<file path="src/rtl/pipe_hazard_ctrl.sv">
// pipe_hazard_ctrl: turns hazards, redirects and memory readiness into per-stage pipeline strobes
module pipe_hazard_ctrl #(
   parameter int unsigned WAIT_MAX = 15,
   parameter int unsigned CNT_W    = 32
) (
   input  logic             clk,
   input  logic             rst_n,
   input  logic [4:0]       id_rs1,
   input  logic [4:0]       id_rs2,
   input  logic             id_use_rs1,
   input  logic             id_use_rs2,
   input  logic             ex_memread,
   input  logic [4:0]       ex_rd,
   input  logic             mem_redirect,
   input  logic             mem_cs_n,
   input  logic             dmem_ready,
   input  logic             imem_ready,
   output logic             pc_we,
   output logic             ifid_we,
   output logic             ifid_flush,
   output logic             idex_flush,
   output logic             exmem_flush,
   output logic             pipe_freeze,
   output logic             dmem_abort,
   output logic             err_timeout,
   output logic [CNT_W-1:0] stall_cnt
);
   typedef enum logic [1:0] {RUN, DWAIT, ABORT} state_t;
   localparam logic [7:0] WMAX = 8'(WAIT_MAX);
   state_t state_q, state_d;
   logic [7:0] wait_q, wait_d;
   logic err_q;
   logic [CNT_W-1:0] cnt_q;
   logic load_use, adv_pc, adv_iff;
   assign load_use = ex_memread && ex_rd != 5'd0 &&
                     ((id_use_rs1 && id_rs1 == ex_rd) || (id_use_rs2 && id_rs2 == ex_rd));
   assign adv_pc  = !load_use && imem_ready;
   assign adv_iff = !load_use && !imem_ready;
   assign ifid_we     = pc_we;
   assign err_timeout = err_q;
   assign stall_cnt   = cnt_q;
   // next state and strobes; a load-use bubble takes precedence over an imem miss bubble
   always_comb begin
      state_d     = state_q;
      wait_d      = wait_q;
      pc_we       = adv_pc;
      ifid_flush  = adv_iff;
      idex_flush  = load_use;
      exmem_flush = 1'b0;
      pipe_freeze = 1'b0;
      dmem_abort  = 1'b0;
      case (state_q)
         RUN: begin
            if (mem_redirect) begin
               pc_we       = 1'b1;
               ifid_flush  = 1'b1;
               idex_flush  = 1'b1;
               exmem_flush = 1'b1;
            end else if (!mem_cs_n && !dmem_ready) begin
               pc_we       = 1'b0;
               ifid_flush  = 1'b0;
               idex_flush  = 1'b0;
               pipe_freeze = 1'b1;
               state_d     = DWAIT;
               wait_d      = 8'd1;
            end
         end
         DWAIT: begin
            if (dmem_ready) begin
               state_d = RUN;
               wait_d  = 8'd0;
            end else begin
               pc_we       = 1'b0;
               ifid_flush  = 1'b0;
               idex_flush  = 1'b0;
               pipe_freeze = 1'b1;
               state_d     = wait_q == WMAX ? ABORT : DWAIT;
               wait_d      = wait_q == WMAX ? wait_q : wait_q + 8'd1;
            end
         end
         ABORT: begin
            dmem_abort = 1'b1;
            state_d    = RUN;
            wait_d     = 8'd0;
         end
         default: begin
            state_d = RUN;
            wait_d  = 8'd0;
         end
      endcase
      if (!rst_n) begin
         pc_we       = 1'b0;
         ifid_flush  = 1'b1;
         idex_flush  = 1'b1;
         exmem_flush = 1'b1;
         pipe_freeze = 1'b0;
         dmem_abort  = 1'b0;
      end
   end
   // FSM, sticky timeout flag and saturating stall counter
   always_ff @(posedge clk) begin
      if (!rst_n) begin
         state_q <= RUN;
         wait_q  <= 8'd0;
         err_q   <= 1'b0;
         cnt_q   <= '0;
      end else begin
         state_q <= state_d;
         wait_q  <= wait_d;
         err_q   <= err_q || state_q == ABORT;
         if (!pc_we && !(&cnt_q)) cnt_q <= cnt_q + 1'b1;
      end
   end
endmodule

</file>
<file path="config.mk">
export PLATFORM = sky130hd
export DESIGN_NAME = pipe_hazard_ctrl
export DESIGN_NICKNAME = d
export VERILOG_FILES = /design/src/rtl/pipe_hazard_ctrl.sv
export SDC_FILE = /design/constraint.sdc
export NUM_CORES = 1
export LEC_CHECK = 0
export BUFFER_PORTS_ARGS = -buffer_cell sky130_fd_sc_hd__buf_2
export CELL_PAD_IN_SITES_DETAIL_PLACEMENT = 1
export CELL_PAD_IN_SITES_GLOBAL_PLACEMENT = 1
export CORE_AREA = 4 4 88 90
export DETAILED_ROUTE_END_ITERATION = 6
export DIE_AREA = 0 0 92 94
export PLACE_DENSITY = 0.76
export SLEW_MARGIN = 40
export SYNTH_ARGS = -nofsm -noshare
export SYNTH_HDL_FRONTEND = slang
export SYNTH_SLANG_ARGS = --single-unit
</file>
<file path="constraint.sdc">
create_clock -name clk -period 2.03 [get_ports clk]
set_input_delay 0.1015 -clock clk [delete_from_list [all_inputs] [get_ports clk]]
set_output_delay 0.1015 -clock clk [all_outputs]
set_load 0.01 [all_outputs]
</file>
# [After elaboration in Yosys (flattened, before gate mapping)]
# Cells that the tools add are included.
[op_classes] muxes=35 add_sub_neg=2 n_reduce_logical=21 eq_ne=8
[ops] op="$add A32 B1 Y32 const B" n=1
[ops] op="$mux W8" n=4
[ops] op="$reduce_and A32 Y1" n=1
[ops] op="$mux W1" n=21
[ops] op="$pmux W8 S2" n=1
[ops] op="$eq A5 B5 Y1" n=2
[ops] op="$add A8 B1 Y8 const B" n=1
[ops] op="$eq A8 B4 Y1 const B" n=1
[ops] op="$logic_and A1 B1 Y1" n=8
[ops] op="$mux W2" n=4
[ops] op="$pmux W1 S2" n=4
[ops] op="$logic_not A1 Y1" n=6
[ops] op="$reduce_bool A5 Y1" n=1
[ops] op="$ne A2 B2 Y1 const B" n=2
[ops] op="$pmux W2 S2" n=1
[ops] op="$ne A3 B3 Y1 const B" n=1
[ops] op="$reduce_and A3 Y1" n=1
[ops] op="$eq A2 B1 Y1 const B" n=1
[ops] op="$eq A2 B2 Y1 const B" n=1
[ops] op="$logic_not A2 Y1" n=1
[ops] op="$logic_or A1 B1 Y1" n=2
[ops] op="$reduce_and A2 Y1" n=1
[word_totals] input_bits=24 output_inout_bits=40 regBits=43 word_cells=70

# [Longest topological paths before layout]
# Gate-level depths: netlist of run 1.
[depth] word_depth=12 ltp_mapped=10 ltp_nobuf=7

# [Worst setup path before layout of run 1]
# OpenSTA, ideal clock, no wires.
[synth_timing] path_kind="reg-to-reg" from="register cnt_q[8] (netlist: stall_cnt[8])" to="register cnt_q[30] (netlist: stall_cnt[30])" setup_slack_ns=-0.264 path_buffers=0 required_time_ns=1.959 synth_period_minus_slack_ns=2.294 setup_time_ns=0.071 t_arrival_ns=2.224 stages_incl_launch_ff=7 path_cell_list="dfxtp_1 > and3_4 > nand4_2 > or4_4 > or4_1 > or3_1 > a21oi_1"
[synth_via] elab_chain_cells=3 word_cells_on_any_way=4 classes_between="1 x add/sub; 3 x reduce/logical"
[synth_lines] element="from (decl)" line="33" rtl="logic [CNT_W-1:0] cnt_q;"
[synth_lines] element="from (signal assigned)" line="111" rtl="if (!pc_we && !(&cnt_q)) cnt_q <= cnt_q + 1'b1;"
[synth_lines] element="parallel branches: the longest is 3 deep, another holds $add A32 B1 Y32"
# Parallel ways; which one is timed is not known.
# A chain may end at the register's enable or synchronous reset.

# [Worst setup path after layout of run 1]
# Same ends and word-level chain as after synthesis.

==> run summary, run 1 <==
The flow ran to the end, but the final reports show violations. The checks that failed: negative setup slack. The library cell used most frequently in the layout, excluding fill and tap cells, is buf_4. The critical path goes through and3_4, nand4_4, or4_4, or4_4, or3_4, a21oi_2. Among all flip-flop cells after synthesis, the most frequent one is dfxtp_1.

Sequential share of power: 0.459. The HPWL after detailed placement is 5.92 mm. Pre-CTS setup slack: -173 ps. The first routing iteration left 90 violations. The number of pins exceeding their max-slew limit in the final report is 0, and the post-synthesis to final-layout area growth is 60.8%. The library cell contributing the largest single delay on the critical path is or4_4. The time the final worst path needs with I/O delays and setup works out to 2180 ps. The number of antenna violations at the first check in global routing was 0; the number of buffers added on ports was 63. The logs give 1.37 mW for the internal power component and 458 MHz for the timing-limited maximum frequency.

The number of global-route vias before repair is 2873, and the number of clock sinks is 43. The tools report the count of pins on the block boundary as 64. At the pin with the least slew margin, the transition time is 469 ps. The clock arrives with 7.11 ps of skew. The number of inserted diodes is 0, and the async set or reset register ratio after synthesis is 0.

TritonCTS built the clock tree. For the worst-case vdd ir drop, the log shows 0.265 mV. The residual overflow from global routing is 0. The share of power burned in combinational logic was 0.174.

Across all hold checks on the routed design, the worst slack comes to 225 ps. The first global-routing pass estimated 13.7 mm of wire. The fraction of layout instances using a drive strength above 1 is 0.473, and the total vias in the final route is 2728.

The largest single stage delay on the critical path is 590 ps. The headroom to the max-slew limit was 0.685. The number of enable flip-flop cells after synthesis works out to 0.

For this run, design rule violations remaining after detail routing come to 0. The floorplan step defined a core boundary enclosing 7060 sq um. The tools report the sequential-to-total area share from yosys stat as 0.370. By startpoint and endpoint, the worst setup path is classified as register to register.

The finished layout holds 520 standard cells, fillers aside. The fraction of the cycle the final worst path needs was 1.08; the wire length per cell after detailed routing was 17.7 um. Across the run, the number of max-cap violations was 0.

In this run, CTS created clock tree buffers numbering 5. The tools report the synthesized netlist cell count as 287. The overall die height was 94 um.

The cell seen most often among critical-path stages is or4_4. The clock transition at the registers of the reported paths is 90 ps, and the critical path arrival is 2430 ps. The number of nets with antenna violations after routing is 0, and the final-report setup violation count is 32. The run gives 0.367 as the part of the total power dissipated in the clock network. The longest clock path from root to sink contains 2 buffers. Maximum fanout count along the critical path: 4. In this run the core area contains 31 standard-cell rows. The critical path buffer and inverter count was 0. The switching share of power was 0.265; the cell total after placement was 499. Class of the worst hold path: input pin to register. At the end of routability-driven placement, the weighted congestion stood at 0.811. The first detailed-routing pass took 4 iterations. On the critical path the largest part of the delay comes from simple AND/OR/NAND/NOR gates. The worst setup path is launched from a register. The tools report the total track usage as 0.195.

For the number of warnings printed during yosys synthesis, the log shows 0. The number of nets in the synthesized netlist is 313. The switching power is 0.495 mW, and the average instance area after synthesis is 8.11 sq um.

The post-layout worst setup margin was -154 ps; the floorplan die area was 8650 sq um. Summed over all cells, the static leakage comes to 1.60 nW. Clock tree synthesis selected as its root buffer the cell clkbuf_8. The H-tree generated during clock tree synthesis spans 2 levels.

The net count of the finished layout was 446; the post-synthesis sequential element count was 43. The top cell types in the final layout, fill and taps aside, are buf_4, buf_2, dfxtp_1, nand2_1, nor2_1. Dividing total power by cell area gives a power density of 499 nW/um^2.

Post-route core utilization: 0.530. The tools report the area of the mapped netlist as 2330 sq um. Entering global routing, the biggest net connects 33 pins. The worst setup path is captured at a register. The final number of hold-violating endpoints is 0, and the critical path required time is 2270 ps. Fill cells in the final layout number 870. Setup repair after global routing could not meet its margin everywhere. The width of the chip works out to 92 um.

The logs give 300 ps for the clock insertion delay at the later pin of the skew report and 9.20 mm for the total length of routed wires. The average via count per standard cell was 5.25; the final-layout setup total negative slack was -2470 ps. The logs give 0.330 for the starting utilization of the core area and 43 for the number of distinct library cells after synthesis.
## path summary, 6_finish.rpt
| path | from | end | slack, ps | depth (start not counted) |
|---|---|---|---|---|
| max reg2reg | stall_cnt[8]$_SDFFE_PN0P_ | stall_cnt[30]$_SDFFE_PN0P_ | -150 | 6 |
| min | dmem_ready | wait_q[0]$_SDFFE_PN0P_ | 220 | 4 |
| min reg2reg | err_timeout$_SDFF_PN0_ | err_timeout$_SDFF_PN0_ | 490 | 2 |
| max | stall_cnt[8]$_SDFFE_PN0P_ | stall_cnt[30]$_SDFFE_PN0P_ | -150 | 6 |
## through the flow
step	area, sq um	total power [mW]
2_1_floorplan	2400	1.00
3_3_place_gp	3250	1.10
3_5_place_dp	3250	1.11
4_1_cts	3490	1.83
5_1_grt	3740	1.95
6_report	3740	1.87
## Yosys cell counts (all sizes together) (4+ instances only)
| cell type | number | area, sq um |
|---|---|---|
| nand4 | 9 | 62.6 |
| nor3 | 15 | 80.1 |
| mux2i | 7 | 70.1 |
| nor4 | 6 | 37.5 |
| xnor2 | 23 | 201 |
| o41ai | 5 | 43.8 |
| or4 | 4 | 33.8 |
| nand2 | 28 | 105 |
| nand2b | 12 | 75.1 |
| and3 | 10 | 67.6 |
| clkbuf | 6 | 22.5 |
| xor2 | 6 | 52.6 |
| nand3 | 15 | 75.1 |
| nor2 | 25 | 93.8 |
| nand3b | 5 | 37.5 |
| dfxtp | 43 | 861 |
| buf | 7 | 40.0 |
| a21oi | 16 | 80.1 |
| or3 | 8 | 50.1 |
| inv | 7 | 26.3 |
| o21ai | 10 | 50.0 |
## flip-flops by register name, indices dropped and copies added (netlist names)
name         cells
stall_cnt       32
wait_q           8
state_q          2
err_timeout      1
## layer usage
| layer | global-route usage | up-vias | part of all wire |
|---|---|---|---|
| li1 | - | 1287 | - |
| met1 | 0.221 | 1349 | 0.38 |
| met2 | 0.370 | 75 | 0.56 |
| met3 | 0.0337 | 17 | 0.040 |
| met4 | 0.0594 | 0 | 0.022 |
| met5 | 0 | - | 0 |
## power by group through the flow
stage               Sequential [mW]  Clock [mW]  Combinational [mW]
finish                        0.857       0.686               0.326
detailed placement            0.876           0               0.238
global route                  0.859       0.738               0.353
CTS                           0.856       0.704               0.269
floorplan                     0.880           0               0.120
global placement              0.875           0               0.228
## tightest hold or removal path, stage by stage
cell and delay, ps:
buf_2 140, o21ai_0 90, nand3b_1 90, a21oi_1 60
## logic make-up after synthesis
kind of cell	count (synthesis)	synth area share
buffers and inverters	20	0.0382
adder cells (fa/ha/maj)	2	0.0107
AO/OA/AOI/OAI	41	0.109
flip-flops	43	0.370
multiplexers	7	0.0301
AND/OR/NAND/NOR	145	0.334
XOR/XNOR	29	0.109
## final cells by class
| type | count | area [sq um] | share of cell area |
|---|---|---|---|
| clock buffers | 5 | 68.8 | 0.0184 |
| multi-input cells | 224 | 1630 | 0.436 |
| clock inverters | 3 | 43.8 | 0.0117 |
| well taps | 99 | 124 | 0.0331 |
| inverters | 7 | 26.3 | 0.00702 |
| flip-flops and latches | 43 | 882 | 0.236 |
| repair buffers | 139 | 966 | 0.258 |
## what timing repair did
item	4_1_cts	5_1_grt
gates resized for setup	22	43
gates cloned	1	2
buffers inserted	5	8
endpoints found under the setup margin	25	34
pin swaps	7	30
hold buffers	0	0
No activity file was read; power rests on OpenSTA's default activity.
==> run 2, diff against run 1 <==
--- a/config.mk
+++ b/config.mk
@@ -9,8 +9,10 @@
 export CELL_PAD_IN_SITES_DETAIL_PLACEMENT = 1
 export CELL_PAD_IN_SITES_GLOBAL_PLACEMENT = 1
 export CORE_AREA = 4 4 88 90
+export CTS_CLUSTER_DIAMETER = 30
 export DETAILED_ROUTE_END_ITERATION = 6
 export DIE_AREA = 0 0 92 94
+export GPL_TIMING_DRIVEN = 0
 export PLACE_DENSITY = 0.76
 export SLEW_MARGIN = 40
 export SYNTH_ARGS = -nofsm -noshare
==> run summary, run 2 (synthesis gave the netlist of run 1 again) <==
The flow ran to the end, but the final reports show violations. The final reports fail on negative setup slack. The tools report the half-perimeter wire length after placement as 5.39 mm (-8.9%). The setup clock skew after layout is 6.78 ps (-0.335 ps). In this run the worst setup path begins at stall_cnt[16]$_SDFFE_PN0P_. Cell seen most often among critical-path stages: or4_4. The capturing element type of the critical path is a register.

Setup repair after global routing could not meet its margin everywhere. The ratio of total power to cell area was 542 nW/um^2 (+8.5%). The number of clock sinks was 43 (unchanged). The fraction of the cycle the final worst path needs came out at 1.09 (+0.0185).

The sink of the worst hold path was state_q[1]$_SDFFE_PN0P_. Core outline area: 7060 sq um (unchanged). The tools report the leakage power summed over all cells as 1.30 nW (-18%). The number of global-route vias before repair was 2695 (-6.2%). The number of standard-cell rows in the floorplan came out at 31 (unchanged). The critical path start-end classification is register to register.

The number of buffers created by CTS was 5 (unchanged). The class of the worst hold path was input pin to register. The run gives 0 (unchanged) as the remaining design rule violation count. For the maximum count of clock buffers along a single path, the log shows 2 (unchanged). The width of the chip was 92 um (unchanged); the total track usage was 0.184 (-0.0106). The total length of routed wires was 7.72 mm (-16%); the worst-case vdd ir drop was 0.240 mV (-9.6%). For the met3 track utilization from global routing, the log shows 0.0417 (+0.00801).

The number of buffers added on ports is 63 (unchanged), and the sequential cell area is 892 sq um (+1.1%). The violation count after the first detailed-routing iteration is 74 (-18%), and the clock transition at the registers of the reported paths is 80 ps (about the same). The beginning of the worst hold path was dmem_ready. For the cell total after placement, the log shows 449 (-10%). The post-synthesis to final-layout area growth is 40.5%, and the final-layout setup total negative slack is -2520 ps (-52.2 ps). The net count of the finished layout was 399 (-11%); the final number of hold-violating endpoints was 0 (unchanged). The global routing met2 resource utilization was 0.341 (-0.0292). The critical path goes through and4_4, nand4_1, or4_4, or4_4, or3_1, a21oi_1.

The cell depth of the worst hold path is 4 (unchanged). STA classifies the critical path startpoint as a register. Overall power of the completed layout: 1.77 mW (-5.2%). The number of filler instances in the final layout came out at 882 (+1.4%). For the cell area after placement, the log shows 2840 sq um (-13%). The final hold slack was 169 ps (-55.9 ps); the level count of the clock H-tree was 2 (unchanged). Fraction of layout instances using a drive strength above 1: 0.372 (-0.101). The tools report the number of pins exceeding their max-slew limit in the final report as 0 (unchanged). The run gives 2496 (-8.5%) as the total vias in the final route.

TritonCTS built the clock tree. The tools report the clock insertion delay at the later pin of the skew report as 300 ps (about the same). The average via count per standard cell was 5.28 (+0.59%).

The headroom to the max-slew limit came out at 0.611 (-0.0737). The number of inserted diodes was 0 (unchanged). The number of antenna violations at the first check in global routing was 0 (unchanged). The overall die height is 94 um (unchanged), and the met1 global-route usage is 0.213 (-0.00841). The number of search-and-repair iterations in the first detailed-routing pass is 4 (unchanged). The count of pins on the block boundary came out at 64 (unchanged).

The tree is rooted in a clkbuf_8. Critical path buffer and inverter count: 0 (unchanged). The commonest non-fill, non-tap cell in the layout was buf_2. The worst register-to-register path ends at stall_cnt[30]$_SDFFE_PN0P_.

The worst stage delay on the critical path works out to 500 ps (-90 ps). Leaving out fill and tap cells, the most frequent cells in the layout are buf_2, dfxtp_1, nand2_1, xnor2_1, nor2_1. The critical path required time came out at 2250 ps (-20 ps).

Number of nets with antenna violations after routing: 0 (unchanged). The timing-limited maximum frequency was 450 MHz (-1.7%); the starting utilization of the core area was 0.330 (unchanged). The time the final worst path needs with I/O delays and setup came out at 2220 ps (+37.6 ps). Multi-input combinational cell area: 1560 sq um (-4.5%). Wire length of the first global-routing pass: 12.9 mm (-5.6%). In this run the critical register-to-register path is launched from stall_cnt[16]$_SDFFE_PN0P_.

The largest individual stage delay along the critical path comes from the cell or4_4. The flip-flop count of the largest register, all copies and words added is 32 (unchanged). The count of maximum capacitance violations is 0 (unchanged). The wire length per cell after detailed routing is 16.3 um (-7.8%), and the residual overflow from global routing is 0 (unchanged). Critical path arrival: 2440 ps (about the same).

The cell area after layout was 3270 sq um (-13%). The reg2reg setup slack is -190 ps (-40 ps), and the post-layout worst setup margin is -191 ps (-37.6 ps). The run gives 28 (-13%) as the final-report setup violation count. The cell family contributing the most delay on the critical path was simple AND/OR/NAND/NOR gates. The worst-margin pin slew was 583 ps (+114 ps); the global placement routability congestion was 0.748 (-7.8%). The run gives 8650 sq um (unchanged) as the floorplan die area. Worst reg-to-reg path cell count: 6 (unchanged). Largest net degree at the start of global routing: 14 (-58%). met2 is the most crowded layer.

The count of placed standard cells in the final layout, fillers left out is 473 (-9.0%), and the maximum fanout count along the critical path is 4 (unchanged).
[run 2: power by group]
part | switching, mW | internal (mW)
Combinational | 0.144 | 0.119
Clock | 0.301 | 0.349
Sequential | 0.0131 | 0.846
Total | 0.459 | 1.31
[run 2: layer usage]
metal	vias up	wire length (um)
li1	1191	-
met1	1225	3210
met2	69	4010
met3	11	375
met4	0	115
met5	-	0
[run 2: cell type report]
| type | instances | share of cell area |
|---|---|---|
| Clock inverter | 1 | 0.00153 |
| Buffer | 11 | 0.0229 |
| Timing Repair Buffer | 81 | 0.148 |
| Inverter | 7 | 0.00803 |
| Tap cell | 99 | 0.0379 |
| Clock buffer | 7 | 0.0329 |
| Multi-Input combinational cell | 224 | 0.476 |
| Sequential cell | 43 | 0.273 |
[run 2: tightest hold or removal path: stages]
cell and delay [ps]:
buf_2 140, nor2_4 50, nand2_1 80, nor4_1 50
[run 2: how the worst max path moves through the flow]
stage / to / slack, ps / cells past startpoint
finish: stall_cnt[30]$_SDFFE_PN0P_ / -190 / 6
floorplan: stall_cnt[30]$_SDFFE_PN0P_ / -50 / 6
global route: stall_cnt[28]$_SDFFE_PN0P_ / -310 / 9
detailed placement: stall_cnt[19]$_SDFFE_PN0P_ / -360 / 6
global placement: stall_cnt[19]$_SDFFE_PN0P_ / -310 / 6
CTS: stall_cnt[28]$_SDFFE_PN0P_ / -200 / 9
[run 2: timing repair]
action                     4_1_cts  5_1_grt
resized for setup               25       24
setup endpoints to repair       34       37
hold buffers                     0        0
pin swaps                       11       14
setup buffers                   13        5
gates cloned                     1        0
[run 2: per-stage QoR]
step                      setup WS, ps   util
after global routing              -308  0.463
after CTS                         -201  0.448
after detailed placement          -362  0.402
final                             -191  0.463
after global placement            -312  0.402
after floorplan                  -52.4      -
